**config.mk**
```make
export PLATFORM = sky130hd
export DESIGN_NAME = seg7_scan_ctrl
export DESIGN_NICKNAME = d
export VERILOG_FILES = /design/src/rtl/seg7_scan_ctrl.sv
export SDC_FILE = /design/constraint.sdc
export NUM_CORES = 1
export LEC_CHECK = 0
export ABC_AREA = 0
export ABC_CLOCK_PERIOD_IN_PS = 3300
export CAP_MARGIN = 25
export CORE_MARGIN = 2
export CORE_UTILIZATION = 57
export CTS_CLUSTER_SIZE = 40
export DETAILED_ROUTE_END_ITERATION = 10
export PLACE_DENSITY = 0.92
export SYNTH_ARGS = -nofsm -noshare
export SYNTH_HDL_FRONTEND = slang
export SYNTH_SLANG_ARGS = --single-unit
```
**constraint.sdc**
```tcl
create_clock -name clk -period 3.3 [get_ports clk]
set_input_delay 0.66 -clock clk [delete_from_list [all_inputs] [get_ports clk]]
set_output_delay 0.66 -clock clk [all_outputs]
set_load 0.02 [all_outputs]
```
**src/rtl/seg7_scan_ctrl.sv**
```systemverilog
`default_nettype none
// ============================================================================
//  Module      : seg7_scan_ctrl
//  Description : Time-multiplexed 7-segment display scanner. It steps through
//                NUM_DIGITS digits, giving each one a slot of DIV cycles. Each
//                slot opens with BLANK_CYCLES of all-off output to suppress
//                ghosting. New content is double-buffered: a load goes to a
//                pending buffer, which is committed only at the frame boundary.
//                Optional feature: define SEG7_LZB_EN to enable leading-zero
//                blanking.
//  Revision    : 1.0 - initial release
// ============================================================================
module seg7_scan_ctrl #(
    parameter int NUM_DIGITS   = 4,
    parameter int DIV          = 50000,
    parameter int BLANK_CYCLES = 16
) (
    input  logic                      clk,
    input  logic                      reset,
    input  logic [4*NUM_DIGITS-1:0]   value,
    input  logic [NUM_DIGITS-1:0]     dp,
    input  logic                      load,
    output logic                      ack,
    output logic [7:0]                leds,
    output logic [NUM_DIGITS-1:0]     an,
    output logic                      frame_start
);

    localparam int CNT_W = (DIV > 1) ? $clog2(DIV) : 1;
    localparam int IDX_W = (NUM_DIGITS > 1) ? $clog2(NUM_DIGITS) : 1;

    localparam logic [CNT_W-1:0] CNT_LAST   = CNT_W'(DIV - 1);
    localparam logic [CNT_W-1:0] BLANK_LAST = CNT_W'(BLANK_CYCLES - 1);
    localparam logic [IDX_W-1:0] IDX_LAST   = IDX_W'(NUM_DIGITS - 1);

    typedef enum logic [0:0] {
        ST_BLANK = 1'b0,
        ST_SHOW  = 1'b1
    } state_t;

    // Nibble to active-low segment pattern, bits 6..0 = g..a
    function automatic logic [6:0] seg_decode(input logic [3:0] nib);
        logic [6:0] code;
        case (nib)
            4'h0:    code = 7'h40;
            4'h1:    code = 7'h79;
            4'h2:    code = 7'h24;
            4'h3:    code = 7'h30;
            4'h4:    code = 7'h19;
            4'h5:    code = 7'h12;
            4'h6:    code = 7'h02;
            4'h7:    code = 7'h78;
            4'h8:    code = 7'h00;
            4'h9:    code = 7'h10;
            4'hA:    code = 7'h08;
            4'hB:    code = 7'h03;
            4'hC:    code = 7'h46;
            4'hD:    code = 7'h21;
            4'hE:    code = 7'h06;
            default: code = 7'h0E;
        endcase
        return code;
    endfunction

    // Scan position
    logic [CNT_W-1:0]        cnt_q, cnt_d;
    logic [IDX_W-1:0]        idx_q, idx_d;
    state_t                  state_q, state_d;

    // Pending and display buffers
    logic [4*NUM_DIGITS-1:0] pend_val_q, pend_val_d;
    logic [NUM_DIGITS-1:0]   pend_dp_q, pend_dp_d;
    logic                    pend_valid_q, pend_valid_d;
    logic [4*NUM_DIGITS-1:0] disp_q, disp_d;
    logic [NUM_DIGITS-1:0]   dpbuf_q, dpbuf_d;

    // Registered outputs
    logic                    ack_q, ack_d;
    logic [7:0]              leds_q, leds_d;
    logic [NUM_DIGITS-1:0]   an_q, an_d;
    logic                    fs_q, fs_d;

    // Combinational helpers
    logic                    w_cnt_wrap;
    logic                    w_frame_edge;
    logic [NUM_DIGITS-1:0]   w_lz;
    logic [3:0]              w_nib;
    logic                    w_dp_sel;
    logic                    w_lz_sel;

    // Slot counter and digit index advance; frame edge is idx 0 / cnt 0
    always_comb begin
        w_cnt_wrap   = (cnt_q == CNT_LAST);
        w_frame_edge = (cnt_q == '0) && (idx_q == '0);
        cnt_d        = w_cnt_wrap ? '0 : cnt_q + CNT_W'(1);
        idx_d        = idx_q;
        if (w_cnt_wrap) begin
            idx_d = (idx_q == IDX_LAST) ? '0 : idx_q + IDX_W'(1);
        end
    end

    // BLANK/SHOW next-state logic, tracking the slot counter
    always_comb begin
        state_d = state_q;
        case (state_q)
            ST_BLANK: if (cnt_q == BLANK_LAST) state_d = ST_SHOW;
            ST_SHOW:  if (w_cnt_wrap)          state_d = ST_BLANK;
            default:  state_d = ST_BLANK;
        endcase
    end

    // Load capture into pending buffer and commit into display buffer at frame edge
    always_comb begin
        pend_val_d   = pend_val_q;
        pend_dp_d    = pend_dp_q;
        pend_valid_d = pend_valid_q;
        disp_d       = disp_q;
        dpbuf_d      = dpbuf_q;
        ack_d        = 1'b0;
        if (w_frame_edge) begin
            // A load on the commit cycle bypasses the pending buffer entirely
            pend_valid_d = 1'b0;
            if (load) begin
                disp_d  = value;
                dpbuf_d = dp;
                ack_d   = 1'b1;
            end else if (pend_valid_q) begin
                disp_d  = pend_val_q;
                dpbuf_d = pend_dp_q;
                ack_d   = 1'b1;
            end
        end else if (load) begin
            pend_val_d   = value;
            pend_dp_d    = dp;
            pend_valid_d = 1'b1;
        end
    end

`ifdef SEG7_LZB_EN
    logic w_zero_run;

    // Digit i>0 is blanked when it and every higher nibble is zero and its DP is off
    always_comb begin
        w_lz       = '0;
        w_zero_run = 1'b1;
        for (int i = NUM_DIGITS - 1; i >= 1; i--) begin
            w_zero_run = w_zero_run && (disp_q[4*i +: 4] == 4'h0);
            w_lz[i]    = w_zero_run && !dpbuf_q[i];
        end
    end
`else
    assign w_lz = '0;
`endif

    // Select the current digit's data and form the next output pattern
    always_comb begin
        w_nib    = 4'h0;
        w_dp_sel = 1'b0;
        w_lz_sel = 1'b0;
        for (int i = 0; i < NUM_DIGITS; i++) begin
            if (idx_q == IDX_W'(i)) begin
                w_nib    = disp_q[4*i +: 4];
                w_dp_sel = dpbuf_q[i];
                w_lz_sel = w_lz[i];
            end
        end
        an_d   = '1;
        leds_d = 8'hFF;
        if ((state_q == ST_SHOW) && !w_lz_sel) begin
            for (int i = 0; i < NUM_DIGITS; i++) begin
                an_d[i] = (idx_q != IDX_W'(i));
            end
            leds_d = {~w_dp_sel, seg_decode(w_nib)};
        end
        fs_d = w_frame_edge;
    end

    // FSM state register
    always_ff @(posedge clk or posedge reset) begin
        if (reset) begin
            state_q <= ST_BLANK;
        end else begin
            state_q <= state_d;
        end
    end

    // Datapath and output registers
    always_ff @(posedge clk or posedge reset) begin
        if (reset) begin
            cnt_q        <= '0;
            idx_q        <= '0;
            pend_val_q   <= '0;
            pend_dp_q    <= '0;
            pend_valid_q <= 1'b0;
            disp_q       <= '0;
            dpbuf_q      <= '0;
            ack_q        <= 1'b0;
            leds_q       <= 8'hFF;
            an_q         <= '1;
            fs_q         <= 1'b0;
        end else begin
            cnt_q        <= cnt_d;
            idx_q        <= idx_d;
            pend_val_q   <= pend_val_d;
            pend_dp_q    <= pend_dp_d;
            pend_valid_q <= pend_valid_d;
            disp_q       <= disp_d;
            dpbuf_q      <= dpbuf_d;
            ack_q        <= ack_d;
            leds_q       <= leds_d;
            an_q         <= an_d;
            fs_q         <= fs_d;
        end
    end

    assign ack         = ack_q;
    assign leds        = leds_q;
    assign an          = an_q;
    assign frame_start = fs_q;

endmodule
`default_nettype wire

```
Word-level counts from Yosys, hierarchy flattened

Memories as Yosys holds them, arrays and structs flattened.
Cells that the tools add are included.

$add $sub $neg: 2
Equality and inequality tests: 8
Multiplexer cells: 24
Bitwise gates (word level): 3
Reductions and logical operators: 8

Operators with widths:

| cell                  | number |
|---|---|
| $mux 16               | 3 |
| $mux 4                | 7 |
| $add 16x1->16 const B | 1 |
| $eq 16x16->1 const B  | 1 |
| $eq 16x4->1 const B   | 1 |
| $logic_not 16->1      | 1 |
| $mux 1                | 11 |
| $mux 8                | 1 |
| $reduce_bool 2->1     | 3 |
| $eq 2x2->1 const B    | 2 |
| $ne 2x2->1 const B    | 2 |
| $reduce_and 2->1      | 2 |
| $not 1->1             | 3 |
| $add 2x1->2 const B   | 1 |
| $eq 2x1->1 const B    | 1 |
| $logic_not 2->1       | 1 |
| $mux 2                | 1 |
| $ne 2x1->1 const B    | 1 |
| $pmux 1 s2            | 1 |
| $logic_and 1x1->1     | 1 |

Bits in registers: 74
Bits in read-only memories: 112
Input port bits: 23
Output and inout bits: 14
Logic and storage cells: 58
Memories kept: 1

Memories:

| name            | words | bits a word | rd ports | clocked after Yosys merged registers in | wr ports | RTL line | source |
|---|---|---|---|---|---|---|---|
| (no name shown) | 16    | 7           | 1        | 0                                       | 0        | 44       | `case (nib)` |

Logic depth before layout (Yosys ltp)

Depth after elaboration: 7
Gate-level depth with buffers: 11
Mapped depth without buffers: 11

Worst setup path before layout

No wires, ideal clock.

Path kind: reg2reg
From: reg idx_q[1]
To: reg leds_q[3] (netlist: leds[3])
Setup time: 62 ps
Arrival: 2,051 ps
Data required time: 3,238 ps
Path slack: 1,187 ps
Cell stages (with the launch flop): 12
Path buffers: 1
Clock period less this slack: 2,113 ps
Cell sequence: dfrtp_1 > inv_1 > ha_1 > buf_4 > nand3b_1 > a31oi_1 > inv_1 > ha_1 > inv_1 > a21oi_1 > a22o_1 > nand2_1

Word-level cells in the longest chain between the ends: 7
Elaborated cells between the ends (all ways): 10
Classes of those cells: eq/ne: 3; mux: 5; reduce/logical: 1; memory: 1

RTL lines:

| what                     | RTL line | source |
|---|---|---|
| start: declaration       | 67       | `logic [IDX_W-1:0] idx_q, idx_d;` |
| start signal: assignment | 203      | `idx_q <= idx_d;` |
| $logic_not 2->1          | 161      | `if (idx_q == IDX_W'(i)) begin` |
| $mux 4 (3 in a row)      | 161      |  |
| $mux 4 *                 | 161      |  |
| $mem_v2 16x7 *           | n/a      |  |
| $mux 8 *                 | 169      | `if ((state_q == ST_SHOW) && !w_lz_sel) begin` |
| net leds_d[3]            | 79       | `logic [7:0] leds_q, leds_d;` |
| end signal: assignment   | 210      | `leds_q <= leds_d;` |
| end: declaration         | 79       |  |

The timed path passes the listed nets; every way through them passes the cells marked *.
A chain may end at the register's enable or synchronous reset.

Worst setup path after layout

From: reg idx_q[0]
To: reg leds_q[3] (netlist: leds[3])

Same word-level chain as after synthesis.

==> metrics.md <==
| Metric | Value |
|---|---|
| Number of clock sinks | `74` |
| N_diodes | `0` |
| TritonCTS clock tree | `yes` |
| Distinct cells, synth | `41` |
| Worst-path clk slew | `roughly 0.070 ns` |
| Leakage | `1.82 nW` |
| FF-to-FF path depth | `10` |
| Hold Crit Start | `pend_dp_q[1]` |
| Hold path depth | `1` |
| Fin crit share | `0.787` |
| Tightest Pin Transition | `between 1 and 1.5 ns` |
| Max cap viols | `0` |
| Hold slack | `0.511 ns` |
| Seq cells post-synth | `74` |
| Post_cts resized | `0` |
| Longest Clk Path Bufs | `2` |
| Port bufs | `36` |
| Clock latency on the worst-skew pair | `between 0.3 and 0.4 ns` |
| CTS Hold Bufs | `0` |
| Area post-placement | `0.00403 mm2` |
| Initial antenna violation count | `0` |
| R2R Setup Slk | `0.70 ns` |
| Clock root cell | `clkbuf_8` |
| Gr usage total | `0.208` |
| Die area | `~0.0071 mm2` |
| Setup crit start kind | `register` |
| Chip Width | `84.0 um` |
| Min-delay worst type | `register to register` |
| Max Fclk | `about 390 MHz` |
| RePlAce Congestion | `0.840` |
| DP HPWL | `roughly 4500 um` |
| Fin. Hold Viols | `0` |
| Detailed-route wire length | `between 6000 and 7000 um` |
| First-pass GRT wire length | `between 10,000 and 15,000 um` |
| Cell count after synthesis | `319` |
| Crit path max fanout | `8` |
| Post-CTS Setup Repair Bufs | `0` |
| Critical Path End Type | `register` |
| Routed length per instance | `15.0 um` |
| Mapped cell area | `between 0.003 and 0.004 mm2` |
| Via count | `2,409` |
| Largest net degree at the start of global routing | `between 40 and 50` |
| Post-Syn Nets | `355` |
| Final instance area | `0.00419 mm2` |
| # setup viols final | `0` |
| DRC viols | `0` |
| Share of layout cells above drive strength 1 | `0.220` |
| Max_slew headroom | `0.321` |
| Initial core utilization | `0.581` |
| CORE AREA | `0.00628 mm2` |
| Vias per std cell | `5.53` |
| R2R Path Start | `idx_q[0]` |
| Nets | `390` |
| Max-slew violations | `0` |
| CTS Buf Count | `9` |
| Num ports | `37` |
| # rows | `29` |
| TNS Setup | `0 ns` |
| Post-Syn Area per Cell | `11.4 um2` |
| Critical Path RT | `3.59 ns` |
| Status | `finished clean` |
| Post-route setup slack | `between 0.7 and 0.8 ns` |
| Sequential share of the synthesized area | `0.512` |
| Vias in the first global route | `2,431` |
| DRT iter0 DRCs | `between 100 and 150` |
| Router iterations before antenna repair | `4` |
| Pre-CTS WS | `0.804 ns` |
| Worst EP arrival | `2.88 ns` |
| Worst vdd ir | `300 uV` |
| Crit Path Category | `register to register` |
| Ys Warns | `0` |
| Hold Path End | `pend_dp_q[1]` |
| Pwr Density | `approximately 440 mW/mm2` |
| Crit path from | `idx_q[0]` |
| GRT Residual Overflow | `0` |
| Final clock skew | `0.00941 ns` |
| Post-route ant nets | `0` |
| Synth-to-Final Area Change | `14.9%` |
| H-tree levels | `3` |
| RSZ-0062 raised after global routing | `no` |
| Reg2reg end | `leds[3]` |
| Min Tclk post-route | `2.60 ns` |
| Die height | `84.0 um` |
==> layout by cell type, fill, tap and decap left out, types with 2 or more instances in the layout <==
cell type	instances
a21oi_1	7
a21oi_2	19
buf_4	3
clkbuf_1	2
clkbuf_8	9
clkdlybuf4s50_1	36
clkinv_2	3
dfrtp_1	62
dfstp_2	12
ha_1	13
inv_1	12
mux2_2	22
mux2i_1	24
nand2_1	24
nand2b_1	5
nand3_1	7
nand3b_1	5
nand4_1	4
nor2_1	38
nor2b_1	4
nor3_1	2
nor3b_1	2
nor4_4	2
o211ai_1	3
o21ai_0	6
o221ai_1	2
xnor2_1	8
xor2_1	5
==> metrics by stage <==
stage / total power, mW / std cells / utilization
2_1_floorplan: 1.18 / 319 / -
3_3_place_gp: 1.26 / 420 / 0.642
3_5_place_dp: 1.27 / 420 / 0.642
4_1_cts: 1.87 / 436 / 0.668
5_1_grt: 1.95 / 436 / 0.668
6_report: 1.86 / 436 / 0.668
==> power breakdown <==
| group | leakage [nW] | total (mW) | internal, mW | switching [mW] |
|---|---|---|---|---|
| Combinational | 0.851 | 0.253 | 0.126 | 0.127 |
| Clock | 0.0831 | 0.598 | 0.270 | 0.328 |
| Sequential | 0.889 | 1.00 | 0.976 | 0.0282 |
| Total | 1.82 | 1.86 | 1.37 | 0.483 |
==> layer usage <==
layer	vias up	global-route usage	wire, um
li1	1158	-	-
met1	1174	0.270	2800
met2	63	0.328	3310
met3	14	0.0495	284
met4	0	0.103	161
met5	-	0	0
==> synthesized netlist by cell type, drive strengths merged <==
master | n | area, um2
dfrtp | 62 | 1550
nor2 | 38 | 143
a21oi | 26 | 201
mux2i | 24 | 240
nand2 | 24 | 90.1
mux2 | 22 | 248
ha | 13 | 163
inv | 13 | 48.8
buf | 12 | 103
dfstp | 12 | 315
xnor2 | 8 | 70.1
nand3 | 7 | 35.0
o21ai | 7 | 38.8
nand2b | 5 | 31.3
nand3b | 5 | 37.5
nand4 | 5 | 37.5
xor2 | 5 | 43.8
clkbuf | 4 | 15.0
nor2b | 4 | 25.0
nor3 | 3 | 26.3
nor4 | 3 | 48.8
o211ai | 3 | 22.5
a311oi | 2 | 23.8
nor3b | 2 | 15.0
o221ai | 2 | 17.5
a21o | 1 | 7.51
a22o | 1 | 8.76
a31oi | 1 | 6.26
and3 | 1 | 6.26
o2bb2ai | 1 | 8.76
o31ai | 1 | 7.51
or2 | 1 | 6.26
or3 | 1 | 6.26
==> how the worst max path moves through the flow <==
stage / to / depth (start not counted)
2_1_floorplan: ack / 1
3_3_place_gp: leds[3] / 10
3_5_place_dp: leds[3] / 10
4_1_cts: leds[3] / 10
5_1_grt: leds[3] / 10
6_report: leds[3] / 10
==> logic make-up (layout without fill, tap and decap cells) <==
| kind of cell | after synthesis | count (layout) | synth area share |
|---|---|---|---|
| AND/OR/NAND/NOR | 99 | 99 | 0.139 |
| flip-flops | 74 | 74 | 0.512 |
| multiplexers | 46 | 46 | 0.134 |
| AO/OA/AOI/OAI | 45 | 45 | 0.0940 |
| buffers and inverters | 29 | 69 | 0.0456 |
| adder cells (fa/ha/maj) | 13 | 13 | 0.0446 |
| XOR/XNOR | 13 | 13 | 0.0312 |
==> critical path, stage by stage (launching register included) <==
cell and delay, ns:
dfrtp_1 0.41, inv_1 0.13, ha_1 0.33, nor2_1 0.16, a31oi_1 0.48, inv_1 0.23
ha_1 0.33, inv_1 0.09, a21oi_1 0.07, a22o_1 0.23, nand2_1 0.07
==> flip-flops by register name (all words and copies together) (netlist names) <==
| register | cells |
|---|---|
| dpbuf_q | 4 |
| ack | 1 |
| pend_valid_q | 1 |
| cnt_q | 16 |
| frame_start | 1 |
| an | 4 |
| disp_q | 16 |
| idx_q | 2 |
| pend_val_q | 16 |
| state_q | 1 |
| pend_dp_q | 4 |
| leds | 8 |
==> area by class of cell <==
class,instances,area [um2]
Clock buffer,11,131
Clock inverter,5,31.3
Fill cell,491,2080
Inverter,13,48.8
Multi-Input combinational cell,216,1620
Sequential cell,74,1870
Tap cell,77,96.3
Timing Repair Buffer,40,403
(Power assumes the default switching activity.)
